## src/rtl/counter8_pkg.sv

```systemverilog
// Shared types and constants for the up/down counter slice.
// The saturating build is selected with the COUNTER8_SATURATE_EN macro
// (see counter8_updown.sv). This package is the same in both builds.
package counter8_pkg;

  // Default counter width, and the range of widths the design supports.
  localparam int WIDTH_DEFAULT = 8;
  localparam int WIDTH_MIN     = 2;
  localparam int WIDTH_MAX     = 16;

  // Count direction, as encoded on the up input.
  typedef enum logic {
    DIR_DOWN = 1'b0,
    DIR_UP   = 1'b1
  } dir_e;

  // Events raised by one counter step. wrap drives the registered pulse.
  // ovf_set and unf_set feed the sticky flag registers.
  typedef struct packed {
    logic wrap;
    logic ovf_set;
    logic unf_set;
  } step_evt_t;

endpackage

```

## src/rtl/counter8_flag.sv

```systemverilog
// Sticky event flag with an async active-low reset.
// A set request on the same edge as a clear request wins, so an event
// that arrives while software clears the flag is never lost.
module counter8_flag (
  input  logic clk,
  input  logic reset,
  input  logic set_i,
  input  logic clr_i,
  output logic flag_o
);

  logic flag_q;
  logic flag_d;

  // Next state: set beats clear; otherwise hold.
  always_comb begin
    flag_d = flag_q;
    if (set_i) begin
      flag_d = 1'b1;
    end else if (clr_i) begin
      flag_d = 1'b0;
    end
  end

  // Flag register; cleared immediately by reset.
  always_ff @(posedge clk or negedge reset) begin
    if (!reset) begin
      flag_q <= 1'b0;
    end else begin
      flag_q <= flag_d;
    end
  end

  assign flag_o = flag_q;

endmodule

```

## src/rtl/counter8_updown.sv

```systemverilog
// Parameterised up/down counter with a registered wrap pulse and sticky
// overflow/underflow flags. Its count MSB feeds the external overflow
// detector.
// Build option: define COUNTER8_SATURATE_EN to make the counter saturate at
// all-ones/zero instead of wrapping. In that build the wrap pulse and the
// flags still report each attempted crossing.
module counter8_updown
  import counter8_pkg::*;
#(
  parameter int WIDTH = WIDTH_DEFAULT
) (
  input  logic             clk,
  input  logic             reset,
  input  logic             en,
  input  logic             up,
  input  logic             load,
  input  logic [WIDTH-1:0] load_val,
  input  logic             clr_flags,
  output logic [WIDTH-1:0] count,
  output logic             count_msb,
  output logic             wrap_pulse,
  output logic             ovf_flag,
  output logic             unf_flag
);

  // Boundary constants for this width. Wrap detection compares the current
  // count against these before stepping, so no carry bit is kept in state.
  localparam logic [WIDTH-1:0] CNT_MAX = {WIDTH{1'b1}};
  localparam logic [WIDTH-1:0] CNT_MIN = {WIDTH{1'b0}};
  localparam logic [WIDTH-1:0] CNT_ONE = {{(WIDTH-1){1'b0}}, 1'b1};

  // These are the values the counter takes when a step tries to cross a
  // boundary. The wrapping build rolls over to the opposite end. The
  // saturating build stays at the end it is already on.
`ifdef COUNTER8_SATURATE_EN
  localparam logic [WIDTH-1:0] UP_CROSS_VAL   = CNT_MAX;
  localparam logic [WIDTH-1:0] DOWN_CROSS_VAL = CNT_MIN;
`else
  localparam logic [WIDTH-1:0] UP_CROSS_VAL   = CNT_MIN;
  localparam logic [WIDTH-1:0] DOWN_CROSS_VAL = CNT_MAX;
`endif

  logic [WIDTH-1:0] count_q;
  logic [WIDTH-1:0] count_d;
  logic             wrap_q;
  logic             wrap_d;
  step_evt_t        evt;
  dir_e             dir;

  assign dir = dir_e'(up);

  // Step logic. Priority is load, then enabled step, then hold. A load
  // never raises events, even if en is also high on that edge.
  always_comb begin
    count_d = count_q;
    evt     = '0;
    if (load) begin
      count_d = load_val;
    end else if (en) begin
      if (dir == DIR_UP) begin
        if (count_q == CNT_MAX) begin
          count_d     = UP_CROSS_VAL;
          evt.wrap    = 1'b1;
          evt.ovf_set = 1'b1;
        end else begin
          count_d = count_q + CNT_ONE;
        end
      end else begin
        if (count_q == CNT_MIN) begin
          count_d     = DOWN_CROSS_VAL;
          evt.wrap    = 1'b1;
          evt.unf_set = 1'b1;
        end else begin
          count_d = count_q - CNT_ONE;
        end
      end
    end
  end

  assign wrap_d = evt.wrap;

  // Count and wrap-pulse registers. They update together, so the pulse
  // lines up with the first cycle of the post-wrap count.
  always_ff @(posedge clk or negedge reset) begin
    if (!reset) begin
      count_q <= CNT_MIN;
      wrap_q  <= 1'b0;
    end else begin
      count_q <= count_d;
      wrap_q  <= wrap_d;
    end
  end

  counter8_flag u_ovf_flag (
    .clk    (clk),
    .reset  (reset),
    .set_i  (evt.ovf_set),
    .clr_i  (clr_flags),
    .flag_o (ovf_flag)
  );

  counter8_flag u_unf_flag (
    .clk    (clk),
    .reset  (reset),
    .set_i  (evt.unf_set),
    .clr_i  (clr_flags),
    .flag_o (unf_flag)
  );

  assign count      = count_q;
  assign count_msb  = count_q[WIDTH-1];
  assign wrap_pulse = wrap_q;

endmodule

```

## config.mk

```make
export PLATFORM = sky130hd
export DESIGN_NAME = counter8_updown
export DESIGN_NICKNAME = d
export VERILOG_FILES = /design/src/rtl/counter8_pkg.sv /design/src/rtl/counter8_flag.sv /design/src/rtl/counter8_updown.sv
export SDC_FILE = /design/constraint.sdc
export NUM_CORES = 1
export LEC_CHECK = 0
export ABC_AREA = 1
export CAP_MARGIN = 0
export CORE_MARGIN = 3
export CORE_UTILIZATION = 25
export CTS_CLUSTER_DIAMETER = 200
export DETAILED_ROUTE_END_ITERATION = 12
export GPL_ROUTABILITY_DRIVEN = 0
export SYNTH_ARGS = -nofsm -noshare
export SYNTH_HDL_FRONTEND = slang
export SYNTH_HIERARCHICAL = 1
export SYNTH_SLANG_ARGS = --single-unit
```

## constraint.sdc

```tcl
create_clock -name clk -period 1.7 [get_ports clk]
set_input_delay 0.255 -clock clk [delete_from_list [all_inputs] [get_ports clk]]
set_output_delay 0.255 -clock clk [all_outputs]
set_load 0.005 [all_outputs]
```

Word-level counts from Yosys, hierarchy flattened
Index checks and enable logic that the tools add are counted.
{"block": "word_totals", "ff_bits": 11, "latchBits": 0, "ram_bits": 0, "rom_bits": 0, "wordCells": 26, "mem_count": 0}
{"block": "op_classes", "add_sub_neg": 2, "multipliers": 0, "div": 0, "magnitude_cmp": 0, "n_eq_ne": 1, "shifts": 0, "muxes": 15, "n_bitwise": 0, "n_reduce_logical": 4}
{"cell": "2-to-1 mux 8 bit", "count": 5}
{"cell": "adder 8 x 1 -> 8 bit, second input constant", "count": 1}
{"cell": "equality test 8 bit, second input constant", "count": 1}
{"cell": "logical NOT 8 bit", "count": 1}
{"cell": "subtractor 8 x 1 -> 8 bit, second input constant", "count": 1}
{"cell": "2-to-1 mux 1 bit", "count": 7}
{"cell": "2-to-1 mux 3 bit", "count": 2}
{"cell": "nonzero test 2 bit", "count": 3}
{"cell": "2-to-1 mux 2 bit", "count": 1}

Logic depth before layout (Yosys ltp)
{"block": "depth", "word_depth": 6, "ltp_mapped": 10, "ltp_nobuf": 9}

By module
The synthesis kept the hierarchy.
{"mod": "counter8_updown", "instances": 1, "cells_each": 146, "area_per_inst_um2": 930.9}
{"mod": "counter8_flag", "instances": 2, "cells_each": 5, "area_per_inst_um2": 40.0}

Worst setup path after synthesis
No wires, ideal clock.
{"block": "synth_timing", "kind": "register to register", "from": "reg count_q[0], in the netlist count[0]", "to": "reg count_q[2], in the netlist count[2]", "setup_time_ns": 0.123, "arrival_ns": 1.191, "setup_slack_ns": 0.386, "path_stages_with_launch": 9, "cell_sequence": "dfrtp_1 inv_1 ha_1 inv_1 nor2_1 o21ai_0 nand3_1 nor2_1 o21ai_1"}
{"block": "synth_between", "elab_chain_len": 5, "word_cells_on_any_way": 9, "cone_classes": "add/sub (2); eq/ne (1); mux (5); reduce/logical (1)"}
{"item": "from (decl)", "line": "counter8_updown.sv:43", "source": "logic [WIDTH-1:0] count_q;"}
{"item": "from (signal assigned)", "line": "counter8_updown.sv:89", "source": "count_q <= count_d;"}
{"item": "subtractor 8 x 1 -> 8 bit (tied with other cells)", "line": "counter8_updown.sv:74", "source": "count_d = count_q - CNT_ONE;"}
{"item": "2-to-1 mux 8 bit, on equally long branches", "line": "counter8_updown.sv:69, counter8_updown.sv:61"}
{"item": "2-to-1 mux 8 bit (*)", "line": "counter8_updown.sv:60", "source": "if (dir == DIR_UP) begin"}
{"item": "2-to-1 mux 8 bit (*)", "line": "counter8_updown.sv:59", "source": "end else if (en) begin"}
{"item": "2-to-1 mux 8 bit (*)", "line": "counter8_updown.sv:57", "source": "if (load) begin"}
Every way passes the cells marked *; elsewhere a longest branch is shown, timed or not. The select of a mux whose other input is x is not followed.
A chain may end at the register's enable or synchronous reset.

Worst setup path after layout
{"block": "layout_timing", "from": "reg count_q[2], in the netlist count[2]", "to": "out count[2]"}
{"item": "to (decl)", "line": "counter8_updown.sv:19", "source": "output logic [WIDTH-1:0] count,"}
No word-level cell between the ends.

==> metrics.cfg <==
[synthesis]
ys.flop_type=dfrtp_1
synth_edf_count=0
ys_seq_area_share_pct=27.2
syn_inst=156
syn_area_mm2=0.00101
yosys_warnings=6
syn_nets=173
avgSynthCellArea_um2=6.48
ys_types=27
yosys_register_bits=11
ys_async_sr_fraction_pct=100

[finish]
finalNetCount=201
multi_input_area_um2=582
fillCellCount=410
syn2layout_area_growth_pct=32.4
seqCellArea_um2=278
instances_no_fill=231
final_area_mm2=0.00134
drive_above_1_share_pct=12.0
antenna_cells=0

[clocking]
cts_buffer_depth=2
cts_tree=yes
insertion_delay_ns=0.24
clock_sinks=11
numCtsBuffers=3
post-cts-setup-buffers=0
clockRootBuffer=clkbuf_8
h-tree-depth=1
path_clk_slew_ns=0.05

[floorplan]
die_x_um=69.6
start_util_pct=26.8
chipHeight_um=69.6
pin_count=26
die_area_mm2=0.00484
rows=22
core_mm2=0.00377

[sta]
fin_crit_sh_pct=93.7
maxSlewHeadroom_pct=64.7
tns_ns=0
period_needed_ns=1.59
drv_slew=0
fmax_mhz=628
worst-slew-pin-transition_ns=0.527
finClkSkew_ns=0.00294
hold_viol_final=0
rsz0062_at_grt=no
setup_viol=0

[worst_setup_path]
critical_path_required_ns=1.44
path_max_fanout=9
worst_setup_path_start_kind=flop
cp.depth=1
crit_chain=clkdlybuf4s50_1
cp_data_arrival_time_ns=1.34
crit_end=count[2]
worst-setup-path-type=flop to primary output
end_kind=primary output
crit_family=buffers and inverters
critPathBufInv=1
regToRegEndpoint=count[2]
crit_slowest_cell=clkdlybuf4s50_1
r2r_start=count[0]
slowest_delay_ns=0.57
crit_start=count[2]
r2r_cells=8
reg2reg_slack_ns=0.20

[detailed_routing]
num_vias=1045
drt_pass1_iterations=4
wl_met2_um=1200
drc=0
wl_met1_um=1380
dr_wl_met3_um=221
routed_wl_um=2800
highest_layer=met3
wl_per_cell_um=12.1
post_drt_via_cell_ratio=4.52
antenna_left=0
drtIter0Drc=110

[global_route]
globalRoute.totalOverflow=0
grt_usage_pct=11.9
grt_max_degree=13
grt_pass1_wl_um=4770
antenna_found_initial=0
grt_pass1_vias=995

[placed_design]
place_inst=227
dpl_cell_area_mm2=0.00129
dp_hpwl_um=2210
io_buffers=25

[outcome]
outcome=completed

[pwr]
p_total_uw=969
p_leak_uw=0.000641
irDropWorstVdd_mv=0.488
p_per_area_mw_per_mm2=724

[run]
cap_violations=0

[min_path]
min_path_type=input pin to asynchronous set/reset pin

## per-stage QoR
stage / util, % / hold slack [ns] / worst slack, ns
5_1_grt: 35.5 / 0.396 / 0.0536
2_1_floorplan: - / -0.0406 / 0.386
3_3_place_gp: 34.2 / 0.457 / 0.203
3_5_place_dp: 34.2 / 0.470 / 0.180
4_1_cts: 35.5 / 0.378 / 0.0664
6_report: 35.5 / 0.367 / 0.108
## cell usage in the layout (no fill, tap or decap), drive strengths merged
cell type and instances:
clkdlybuf4s50 25, nand3 17, o21ai 11, xor2 1
nand2 40, buf 3, clkbuf 4, o221ai 1
nor3 2, dfrtp 11, ha 3, clkinv 1
inv 24, a21oi 3, o211ai 1, o2111ai 1
nand4 3, nor2 30, a22oi 2
## synth_stat cells, types with 2 or more instances
cell / number / share of area (%)
inv_2: 5 / 1.9
a21oi_1: 3 / 1.5
nand2_1: 37 / 14
nand3_1: 17 / 8.4
dfrtp_1: 11 / 27
ha_1: 3 / 3.7
nor2_4: 2 / 2.2
inv_1: 18 / 6.7
a22oi_1: 2 / 1.5
o21ai_1: 3 / 1.5
nor3_1: 2 / 0.99
nor2_1: 27 / 10
o21ai_0: 7 / 3.5
buf_6: 4 / 4.5
nand2_2: 2 / 1.2
nand4_1: 2 / 1.2
## where the power goes
part / total, µW / switching (µW) / internal (µW)
logic: 349 / 184 / 164
registers: 357 / 67.8 / 289
clock network: 263 / 98.7 / 165
## sequential cells by signal (all words and copies together) (netlist names)
register / cells
u_ovf_flag/flag_o: 1
wrap_pulse: 1
count: 8
u_unf_flag/flag_o: 1
## area by class of cell
type                       count  area share (%)
sequential                    11            20.7
tap                           48            4.49
inverter                      25            7.57
timing repair buffer          28            20.4
multi-input combinational    115            43.5
clock buffer                   4            3.36
## timing repair
| action | CTS | global route |
|---|---|---|
| hold buffers | 0 | 0 |
| gates cloned | 0 | 0 |
| endpoints found under the setup margin | 1 | 1 |
| gates resized for setup | 1 | 1 |
## kinds of logic (layout without fill, tap and decap cells)
group                    count (synthesis)  in the layout  synth area share (%)
AO/OA/AOI/OAI                           19             19                  11.3
XOR/XNOR                                 1              1                 0.866
adder cells (fa/ha/maj)                  3              3                  3.71
buffers and inverters                   30             57                  15.2
flip-flops                              11             11                  27.2
AND/OR/NAND/NOR                         92             92                  41.7
## worst min path at each step
stage                 startpoint  slack (ns)  depth (start not counted)                 to
3_3_place_gp   u_ovf_flag/flag_o        0.46                          2  u_ovf_flag/flag_o
4_1_cts                    reset        0.38                          1           count[7]
3_5_place_dp   u_ovf_flag/flag_o        0.47                          2  u_ovf_flag/flag_o
2_1_floorplan              reset       -0.04                          0           count[0]
6_report                   reset        0.37                          1           count[2]
5_1_grt                    reset        0.40                          1           count[7]
## routing by layer
layer / track usage [%] / up-vias
met4: 0 / 0
met1: 17.2 / 452
met5: 0 / -
li1: - / 551
met3: 3.91 / 0
met2: 18.4 / 42
Power figures use the tool's default switching activity.
